===== src/rtl/keccak_parse_if.sv =====
// Bundle of the keccak_parse stream ports.
//   start      : one-cycle pulse, begin/restart a polynomial
//   gimme      : one-cycle read request towards keccak
//   kin        : 64-bit squeeze word (byte i = kin[8i+7:8i])
//   kin_valid  : kin valid this cycle
//   coef_out   : accepted 12-bit coefficient
//   coef_valid : coef_out valid
//   coef_ready : downstream accepts
//   coef_idx   : index of presented coefficient
//   done       : level, high after the final handshake
// slave  = keccak_parse side, master = environment side.
interface keccak_parse_if;
  logic        start;
  logic        gimme;
  logic [63:0] kin;
  logic        kin_valid;
  logic [11:0] coef_out;
  logic        coef_valid;
  logic        coef_ready;
  logic [7:0]  coef_idx;
  logic        done;

  modport slave (
    input  start, kin, kin_valid, coef_ready,
    output gimme, coef_out, coef_valid, coef_idx, done
  );
  modport master (
    output start, kin, kin_valid, coef_ready,
    input  gimme, coef_out, coef_valid, coef_idx, done
  );
endinterface


===== src/rtl/keccak_parse.sv =====
// keccak_parse: pulls 64-bit squeeze words from keccak, splits them into a
// little-endian stream of 12-bit candidates and keeps those below Q.
// Accepted coefficients leave on a valid/ready port until N_COEF handshakes.
// Ports:
//   clk   : rising-edge clock
//   rst_n : synchronous active-low reset
//   bus   : keccak_parse_if.slave (request/word input, coefficient output)
module keccak_parse #(
  parameter int Q      = 3329,
  parameter int N_COEF = 256
) (
  input  logic           clk,
  input  logic           rst_n,
  keccak_parse_if.slave  bus
);

  typedef enum logic [1:0] {S_IDLE, S_RUN, S_DONE} state_t;

  state_t      state_q, state_d;
  logic [87:0] sbuf_q, sbuf_d;     // bit 0 = next stream bit
  logic [6:0]  fill_q, fill_d;
  logic        outst_q, outst_d;   // a gimme is waiting for its word
  logic        cv_q, cv_d;
  logic [11:0] cout_q, cout_d;
  logic [7:0]  cidx_q, cidx_d;
  logic [8:0]  pres_q, pres_d;     // coefficients presented so far
  logic [8:0]  hs_q, hs_d;         // handshakes completed so far

  logic        run, hs, gimme, load, ext;
  logic [11:0] cand;
  logic [87:0] kin_ext;

  always_comb begin
    state_d = state_q;
    sbuf_d  = sbuf_q;
    fill_d  = fill_q;
    outst_d = outst_q;
    cv_d    = cv_q;
    cout_d  = cout_q;
    cidx_d  = cidx_q;
    pres_d  = pres_q;
    hs_d    = hs_q;

    run     = (state_q == S_RUN);
    hs      = cv_q & bus.coef_ready;
    cand    = sbuf_q[11:0];
    kin_ext = {24'd0, bus.kin};
    // Requests stay below 24 buffered bits so a word always fits in 88.
    gimme   = run && (fill_q < 7'd24) && !outst_q && (pres_q < 9'(N_COEF));
    load    = run && outst_q && bus.kin_valid;
    ext     = run && (fill_q >= 7'd12) && (!cv_q || bus.coef_ready)
              && (pres_q < 9'(N_COEF));

    if (ext && load) begin
      // The incoming word lands just above the bits left after the shift.
      sbuf_d = (sbuf_q >> 12) | (kin_ext << (fill_q - 7'd12));
      fill_d = fill_q + 7'd52;
    end else if (load) begin
      sbuf_d = sbuf_q | (kin_ext << fill_q);
      fill_d = fill_q + 7'd64;
    end else if (ext) begin
      sbuf_d = sbuf_q >> 12;
      fill_d = fill_q - 7'd12;
    end

    if (gimme)     outst_d = 1'b1;
    else if (load) outst_d = 1'b0;

    if (hs) begin
      cv_d = 1'b0;
      hs_d = hs_q + 9'd1;
      if (hs_q == 9'(N_COEF - 1)) state_d = S_DONE;
    end

    // A new acceptance refills the slot even while the old one handshakes.
    if (ext && (cand < 12'(Q))) begin
      cv_d   = 1'b1;
      cout_d = cand;
      cidx_d = pres_q[7:0];
      pres_d = pres_q + 9'd1;
    end

    if (bus.start) begin
      state_d = S_RUN;
      sbuf_d  = '0;
      fill_d  = '0;
      outst_d = 1'b0;
      cv_d    = 1'b0;
      cout_d  = '0;
      cidx_d  = '0;
      pres_d  = '0;
      hs_d    = '0;
    end
  end

  always_ff @(posedge clk) begin
    if (!rst_n) begin
      state_q <= S_IDLE;
      sbuf_q  <= '0;
      fill_q  <= '0;
      outst_q <= 1'b0;
      cv_q    <= 1'b0;
      cout_q  <= '0;
      cidx_q  <= '0;
      pres_q  <= '0;
      hs_q    <= '0;
    end else begin
      state_q <= state_d;
      sbuf_q  <= sbuf_d;
      fill_q  <= fill_d;
      outst_q <= outst_d;
      cv_q    <= cv_d;
      cout_q  <= cout_d;
      cidx_q  <= cidx_d;
      pres_q  <= pres_d;
      hs_q    <= hs_d;
    end
  end

  assign bus.gimme      = gimme;
  assign bus.coef_out   = cout_q;
  assign bus.coef_valid = cv_q;
  assign bus.coef_idx   = cidx_q;
  assign bus.done       = (state_q == S_DONE);

endmodule


===== src/flat_wrapper.sv =====
// flat-port wrapper written by rule: the top's interface ports become plain ports
module keccak_parse_flat 
#(
  parameter int Q      = 3329,
  parameter int N_COEF = 256
)
  (clk, rst_n, bus_start, bus_kin, bus_kin_valid, bus_coef_ready, bus_gimme, bus_coef_out, bus_coef_valid, bus_coef_idx, bus_done);
  keccak_parse_if bus_i ();
  input  logic clk;
  input  logic rst_n;
  input wire logic [$bits(bus_i.start)-1:0] bus_start;
  input wire logic [$bits(bus_i.kin)-1:0] bus_kin;
  input wire logic [$bits(bus_i.kin_valid)-1:0] bus_kin_valid;
  input wire logic [$bits(bus_i.coef_ready)-1:0] bus_coef_ready;
  output wire logic [$bits(bus_i.gimme)-1:0] bus_gimme;
  output wire logic [$bits(bus_i.coef_out)-1:0] bus_coef_out;
  output wire logic [$bits(bus_i.coef_valid)-1:0] bus_coef_valid;
  output wire logic [$bits(bus_i.coef_idx)-1:0] bus_coef_idx;
  output wire logic [$bits(bus_i.done)-1:0] bus_done;
  assign bus_i.start = bus_start;
  assign bus_i.kin = bus_kin;
  assign bus_i.kin_valid = bus_kin_valid;
  assign bus_i.coef_ready = bus_coef_ready;
  assign bus_gimme = bus_i.gimme;
  assign bus_coef_out = bus_i.coef_out;
  assign bus_coef_valid = bus_i.coef_valid;
  assign bus_coef_idx = bus_i.coef_idx;
  assign bus_done = bus_i.done;
  keccak_parse #(.Q(Q), .N_COEF(N_COEF)) u_core (.clk(clk), .rst_n(rst_n), .bus(bus_i));
endmodule

===== config.mk =====
export PLATFORM = sky130hd
export DESIGN_NAME = keccak_parse_flat
export DESIGN_NICKNAME = d
export VERILOG_FILES = /design/src/rtl/keccak_parse_if.sv /design/src/rtl/keccak_parse.sv /design/src/flat_wrapper.sv
export SDC_FILE = /design/constraint.sdc
export NUM_CORES = 1
export LEC_CHECK = 0
export BUFFER_PORTS_ARGS = -buffer_cell sky130_fd_sc_hd__clkbuf_2
export CAP_MARGIN = 20
export CELL_PAD_IN_SITES_DETAIL_PLACEMENT = 1
export CELL_PAD_IN_SITES_GLOBAL_PLACEMENT = 1
export CORE_MARGIN = 2
export CORE_UTILIZATION = 44
export DETAILED_ROUTE_END_ITERATION = 6
export GPL_TIMING_DRIVEN = 0
export PLACE_DENSITY_LB_ADDON = 0.15
export SLEW_MARGIN = 20
export SYNTH_ARGS = -nofsm -noshare
export SYNTH_HDL_FRONTEND = slang
export SYNTH_SLANG_ARGS = --single-unit

===== constraint.sdc =====
create_clock -name clk -period 2.2 [get_ports clk]
set_input_delay 0.44 -clock clk [delete_from_list [all_inputs] [get_ports clk]]
set_output_delay 0.44 -clock clk [all_outputs]
set_load 0.005 [all_outputs]

* Word level (Yosys, flattened, before mapping)
Index checks and enable logic that the tools add are counted.
** Storage, ports and cells
- Flip-flop bits (word level) :: 137
- Bits in latches :: 0
- RAM bits :: 0
- ROM bits :: 0
- Word-level logic and storage cells :: 62
- Memories kept :: 0
** Operators by class
- Add/sub/neg operators :: 5
- Multipliers :: 0
- Divide/modulo/power cells :: 0
- Order comparisons :: 4
- Equal/unequal tests :: 3
- Shifts and indexed selects :: 2
- Mux-type cells :: 13
- Bitwise operators :: 4
- Reduce and logical (&&, ||, !) cells :: 21
** Operators with widths (number)
- $mux 88 :: 3
- $shl 64x7->88 :: 2
- $or 76x88->88 :: 1
- $or 88x88->88 :: 1
- $mux 7 :: 3
- $add 9x1->9 const B :: 2
- $lt 12x12->1 const B :: 1
- $logic_and 1x1->1 :: 10
- $eq 9x8->1 const B :: 1
- $lt 9x9->1 const B :: 1
- $reduce_bool 2->1 :: 4
- $add 7x6->7 const B :: 1
- $add 7x7->7 const B :: 1
- $ge 7x4->1 const B :: 1
- $lt 7x5->1 const B :: 1
- $mux 1 :: 7
- $sub 7x4->7 const B :: 1
- $reduce_and 2->1 :: 2
- $reduce_bool 3->1 :: 1
- $eq 2x1->1 const B :: 1
- $eq 2x2->1 const B :: 1
- $logic_not 1->1 :: 2
- $reduce_or 2->1 :: 1
- $and 1x1->1 :: 1
- other kinds (2) :: 2

* Longest topological paths before layout
Gate-level depths: netlist of run 1.
- Depth in word-level cells :: 7
- Mapped depth :: 11
- Depth with buffers taken out :: 7

* Least setup slack after synthesis of run 1
OpenSTA, ideal clock, no wires.
- Path kind :: reg2reg
- Start :: reg u_core.fill_q[2]
- End :: reg u_core.sbuf_q[87]
- Setup time :: 0.120 ns
- Data arrival time :: 2.166 ns
- Required time :: 2.080 ns
- Slack :: -0.086 ns
- Stages on the path, launching flop included :: 9
- Path buffers :: 2
- Clock period less this slack :: 2.286 ns
- Path through :: dfxtp_1 ha_1 buf_4 buf_6 mux2_2 mux4_2 a32oi_1 nor3_1 a211o_1
** On the way
- Word-level cells in the longest chain between the ends :: 6
** Ends and longest elaborated chain
- from (decl) :: RTL line keccak_parse.sv:21 : logic [6:0] fill_q, fill_d;
- from (signal assigned) :: RTL line keccak_parse.sv:110 : fill_q <= fill_d;
- branches (longest 6 deep; another with $sub 7x4->7)
- to (signal assigned) :: RTL line keccak_parse.sv:109 : sbuf_q <= sbuf_d;
- to (decl) :: RTL line keccak_parse.sv:20 : logic [87:0] sbuf_q, sbuf_d;
Parallel ways; which one is timed is not known.
A chain may end at the register's enable or synchronous reset.

* Final worst setup path of run 1
- Start :: reg u_core.fill_q[2]
- End :: reg u_core.sbuf_q[63]
Same word-level chain as after synthesis.

==> flow_summary.toml, run 1 <==
[sta]
period_share_pct = 126
slew_violations = 0
hold_violations = 0
skew_ps = 17.0
fmax_mhz = 362
rsz0062_at_grt = "true"
slew_headroom_pct = 28.9
setup_tns_ps = -21890
worst_slack_ps = -562
worstMarginPinSlew_ps = 1060
finalSetupViolations = 96
layout_min_cycle_time_ps = 2760

[logic_synthesis]
synth_top_area_share_pct = 20.0
seq_area_frac_synth_pct = 20.0
synth_cells = 1518
yosysTopAreaCell = "dfxtp_1"
synth_cell_type_count = 80
yosys_register_bits = 135
yosys_warnings = 0
synth_edf_count = 0
ys.flop_type = "dfxtp_1"
synth_nets = 1591
synthArstFlopShare_pct = 0
synth_area_leaders = "dfxtp_1, mux4_2, mux2i_1"
syn_area_mm2 = 0.0135
synth_area_per_cell_um2 = 8.90

[worst_setup_path]
reg2reg_depth = 7
cp.arrival_ps = 3180
crit_fanout = 6
path_class = "reg -> reg"
rr_endpoint = "u_core.sbuf_q[63]$_SDFFE_PP0P_"
reg2reg_from = "u_core.fill_q[2]$_SDFFE_PP0P_"
r2r_slack_ps = -560
cp-start-kind = "flip-flop"
crit_path_end_kind = "flip-flop"
required_ps = 2610

[clocking]
clock_latency_ps = 480
clock_sinks = 135
clk_pin_slew_ps = 80
hold_buffers = 0
cts_tree = "done"
root_buffer = "clkbuf_16"
htree_levels = 4
numCtsBuffers = 17
cts_max_path_buffers = 2

[placement]
routabilityCongestion = 1.08
port_buffers = 87
post-place-cells = 2002
pre_cts_ws_ps = -1110
hpwl_mm = 66.3

[layout]
seqCellArea_mm2 = 0.00272
drive_above_1_share_pct = 47.5
fin_cells = 2189
nFillCells = 3246
area_growth_pct = 42.2
multi_input_area_mm2 = 0.0117
nNetsFinal = 1852
postLayoutCoreUtil_pct = 63.1

[floorplanning]
die_width_um = 179
ios = 92
fp-row-count = 64
die_h_um = 179
initial_core_util_pct = 44.4
core_region_area_mm2 = 0.0304
fp.dieArea_mm2 = 0.0321

[drt]
via_per_inst = 8.35
antenna_left = 0
num_vias = 18300
drt-total-wl_mm = 98.4
route.detailed.drc = 0
drtIter0Drc = 3454
routedWlPerCell_um = 45.0
firstDrtPassIters = 7

[run_status]
violations = "negative setup slack"
run_status = "complete, but fails checks"

[flow_run]
cap_violations = 0

[power]
p_leak_uw = 0.00676
ir_drop_mv = 0.583
power.density_mw_per_mm2 = 358
p_total_uw = 6880

[hold_path]
hold_depth = 2
hold_start = "rst_n"
whs_endpoint = "u_core.state_q[0]$_SDFFE_PN0P_"
hold_path_class = "in -> reg"

[grt]
track_usage_pct = 55.2
grt_first_pass_wirelength_mm = 123
grt_overflow = 0
antenna_found_initial = 5
grt_pass1_vias = 16100
grt_max_degree = 17
through the flow:
step,instance area [um2],hold WS [ps]
after floorplan,13600,441
after global placement,14500,461
after detailed placement,14500,468
after CTS,16900,245
after global routing,19200,246
final,19200,240
state kept, by name, indices dropped and copies added (netlist names):
signal,count
u_core.sbuf_q,88
u_core.bus.coef_out,12
u_core.hs_q,9
u_core.pres_q,9
u_core.bus.coef_idx,8
u_core.fill_q,5
u_core.state_q,2
u_core.bus.coef_valid,1
u_core.outst_q,1
per-layer routing:
layer	global-route usage [%]	wire, um	up-vias	share of wire, %
met5	0	115	-	0.12
met4	31.7	10400	8	11
met3	26.2	17700	827	18
met2	77.4	37800	2255	38
met1	68.8	32400	8676	33
li1	-	-	6517	-
critical path, stage by stage (launching register included):
cell and delay [ps]:
dfxtp_4 370, ha_4 390, buf_12 170, buf_12 130, mux2i_1 90, mux4_2 590, a222oi_1 720, a211o_1 220
synth_stat cells (all sizes together) (9+ instances only):
| master | instances |
|---|---|
| dfxtp | 135 |
| nor2 | 128 |
| mux2i | 124 |
| nand2 | 108 |
| buf | 105 |
| mux4 | 102 |
| o21ai | 77 |
| a211oi | 75 |
| a21oi | 70 |
| clkbuf | 67 |
| nor3 | 51 |
| mux2 | 50 |
| nand3 | 47 |
| nand2b | 22 |
| o311a | 22 |
| o211ai | 21 |
| and3 | 20 |
| a211o | 17 |
| a31oi | 17 |
| o22ai | 17 |
| a22oi | 13 |
| nor2b | 13 |
| nor4 | 12 |
| a2111oi | 11 |
| inv | 11 |
| o31a | 11 |
| o31ai | 10 |
| a221oi | 9 |
| a311oi | 9 |
cell families (layout without fill, tap and decap cells):
group,after synthesis,in the layout,share of synthesized area [%]
other cells,0,1,0
simple gates,448,448,16.0
flops,135,135,20.0
fa+ha+maj,4,4,0.370
mux,276,276,30.4
buf+inv,183,457,7.43
compound gates,459,459,24.4
xor+xnor,13,13,1.34
power breakdown:
| part | switching [uW] | internal [uW] |
|---|---|---|
| sequential | 8.94 | 2450 |
| clock | 1460 | 1520 |
| combinational | 952 | 494 |
cell usage in the layout (no fill, tap or decap), types with 44 or more instances in the layout:
cell type / synthesis / final
buf_4: 25 / 126
buf_6: 21 / 65
o21ai_0: 75 / 48
clkbuf_2: 0 / 109
a21oi_1: 69 / 58
nor2_1: 128 / 108
mux4_2: 99 / 102
nand3_1: 47 / 44
nand2_1: 108 / 92
dfxtp_1: 135 / 130
mux2i_1: 124 / 69
a211oi_1: 75 / 45
repair_timing:
action                     4_1_cts  5_1_grt
pin swaps                       26       74
setup buffers                   49      104
gates resized for setup        355      334
setup endpoints to repair      125      124
cloned                           2        3
layout make-up:
cell class / count / share of cell area, %
tap: 396 / 2.58
inverter: 11 / 0.248
antenna: 1 / 0.0130
clock inverter: 14 / 0.664
clock buffer: 18 / 2.29
sequential: 135 / 14.1
multi-input combinational: 1200 / 60.9
timing repair buffer: 244 / 10.3
buffer: 170 / 8.89
worst max path at each step:
| stage | start | end | slack, ps | cells past startpoint |
|---|---|---|---|---|
| 3_5_place_dp | bus_kin_valid | u_core.sbuf_q[40]$_SDFFE_PP0P_ | -1110 | 6 |
| 4_1_cts | u_core.fill_q[2]$_SDFFE_PP0P_ | u_core.sbuf_q[63]$_SDFFE_PP0P_ | -350 | 8 |
| 5_1_grt | u_core.fill_q[2]$_SDFFE_PP0P_ | u_core.sbuf_q[63]$_SDFFE_PP0P_ | -530 | 7 |
| 6_report | u_core.fill_q[2]$_SDFFE_PP0P_ | u_core.sbuf_q[63]$_SDFFE_PP0P_ | -560 | 7 |
| 3_3_place_gp | u_core.fill_q[6]$_SDFFE_PP0P_ | u_core.sbuf_q[76]$_SDFFE_PP0P_ | -1250 | 7 |
| 2_1_floorplan | u_core.fill_q[2]$_SDFFE_PP0P_ | u_core.sbuf_q[67]$_SDFFE_PP0P_ | -20 | 9 |
No activity file was read; power rests on OpenSTA's default activity.
==> inputs of run 2 (changes only) <==
- CORE_UTILIZATION: 44 -> 40
- PLACE_DENSITY_LB_ADDON: 0.15 -> 0.1
==> flow_summary.toml, run 2 (synthesized netlist as in run 1, its figures left out) <==
[grt]
met1_usage_pct = 64.9
grt_pass1_vias = 16200
grt_first_pass_wirelength_mm = 126
busiest_layer = "met2"
use_met2_pct = 71.1
met3_usage_pct = 20.0
track_usage_pct = 50.6
grt_overflow = 0
grt_max_degree = 17
antenna_found_initial = 2

[worst_setup_path]
r2r_slack_ps = -410
crit_path_end_kind = "flip-flop"
path_class = "reg -> reg"
crit_fanout = 7
required_ps = 2560
cp.arrival_ps = 2970
cp-start-kind = "flip-flop"

[floorplanning]
die_h_um = 188
ios = 92
fp-row-count = 67
core_region_area_mm2 = 0.0334
initial_core_util_pct = 40.5
fp.dieArea_mm2 = 0.0353
die_width_um = 188

[sta]
finalSetupViolations = 95
skew_ps = 17.0
slew_violations = 0
fmax_mhz = 383
worst_slack_ps = -408
worstMarginPinSlew_ps = 1220
timing.hold.ws_ps = 248
rsz0062_at_grt = "true"
setup_tns_ps = -22530
layout_min_cycle_time_ps = 2610
hold_violations = 0
period_share_pct = 119
slew_headroom_pct = 18.8

[drt]
drt-total-wl_mm = 93.4
drtIter0Drc = 2847
firstDrtPassIters = 6
num_vias = 17000
antenna_left = 0
route.detailed.drc = 0
via_per_inst = 7.68
routedWlPerCell_um = 42.1

[layout]
area_growth_pct = 42.0
multi_input_area_mm2 = 0.0116
seqCellArea_mm2 = 0.00271
nFillCells = 3706
nNetsFinal = 1830
finalInstanceArea_mm2 = 0.0192
final_cell_mix = "dfxtp_1, nor2_1, clkbuf_2, mux4_2, buf_4"
top_register = "u_core.sbuf_q"
largest_reg_flops = 88
layout_commonest_cell = "dfxtp_1"
diodes = 0
drive_above_1_share_pct = 46.0

[placement]
port_buffers = 87
routabilityCongestion = 1.09
hpwl_mm = 67.1
placed_area_mm2 = 0.0146

[run_status]
run_status = "complete, but fails checks"
violations = "negative setup slack"

[clocking]
clock_latency_ps = 460
root_buffer = "clkbuf_16"
numCtsBuffers = 17
cts_tree = "done"
clock_sinks = 135
hold_buffers = 0
cts_max_path_buffers = 2
htree_levels = 4
clk_pin_slew_ps = 70

[hold_path]
hold_path_class = "in -> reg"

[flow_run]
cap_violations = 0

[power]
ir_drop_mv = 0.508
p_total_uw = 6650
p_leak_uw = 0.00667
power.density_mw_per_mm2 = 346
run 2: cell count changes in the layout (fill, tap and decap cells not counted), sizes merged:
cell,delta
diode,-1
bufinv,+1
clkinvlp,+3
buf,-20
bufbuf,-1
inv,-9
clkinv,+3
clkbuf,+1
run 2: routing by layer:
metal,wire (um),vias to the layer above
met5,34,-
met3,14300,468
met4,7430,4
met1,34000,8410
met2,37500,1669
li1,-,6479
run 2: power by group:
part           internal, uW  switching, uW  total [uW]
combinational           482            885        1370
clock                  1580           1250        2820
sequential             2450           8.61        2460
run 2: final cells by class:
cell class                 count  share of cell area [%]
clock buffer                  20                    2.33
timing repair buffer         222                    9.81
multi-input combinational   1200                    60.6
inverter                      11                   0.228
clock inverter                12                   0.548
tap                          448                    2.92
sequential                   135                    14.1
buffer                       170                    9.41
run 2: path summary, 6_finish.rpt:
| kind | to | cells after the start | start |
|---|---|---|---|
| worst max-delay path | u_core.sbuf_q[62]$_SDFFE_PP0P_ | 10 | u_core.fill_q[3]$_SDFFE_PP0P_ |
| worst max register to register | u_core.sbuf_q[62]$_SDFFE_PP0P_ | 10 | u_core.fill_q[3]$_SDFFE_PP0P_ |
| worst min-delay path | u_core.state_q[0]$_SDFFE_PN0P_ | 2 | rst_n |
| worst min register to register | u_core.bus.coef_idx[7]$_SDFFE_PP0P_ | 2 | u_core.bus.coef_idx[7]$_SDFFE_PP0P_ |
run 2: critical path: stages (launching register included):
cell,delay (ps)
dfxtp_4,360
ha_4,240
buf_12,140
buf_12,150
buf_12,150
buf_16,150
mux2i_4,210
mux4_2,650
nand2_1,100
nand4b_1,180
o211ai_1,140
run 2: stage by stage:
stage	cells	util [%]	setup WS (ps)
3_5_place_dp	2053	43.7	-1220
3_3_place_gp	2053	43.6	-1230
4_1_cts	2168	53.6	-357
2_1_floorplan	1518	-	-20.1
5_1_grt	2218	57.5	-414
6_report	2218	57.5	-408
run 2: what timing repair did:
action	4_1_cts	5_1_grt
resized for setup	485	205
endpoints found under the hold margin	0	0
setup endpoints to repair	125	118
buffers inserted	81	47
pin swaps	41	88
gates cloned	3	5
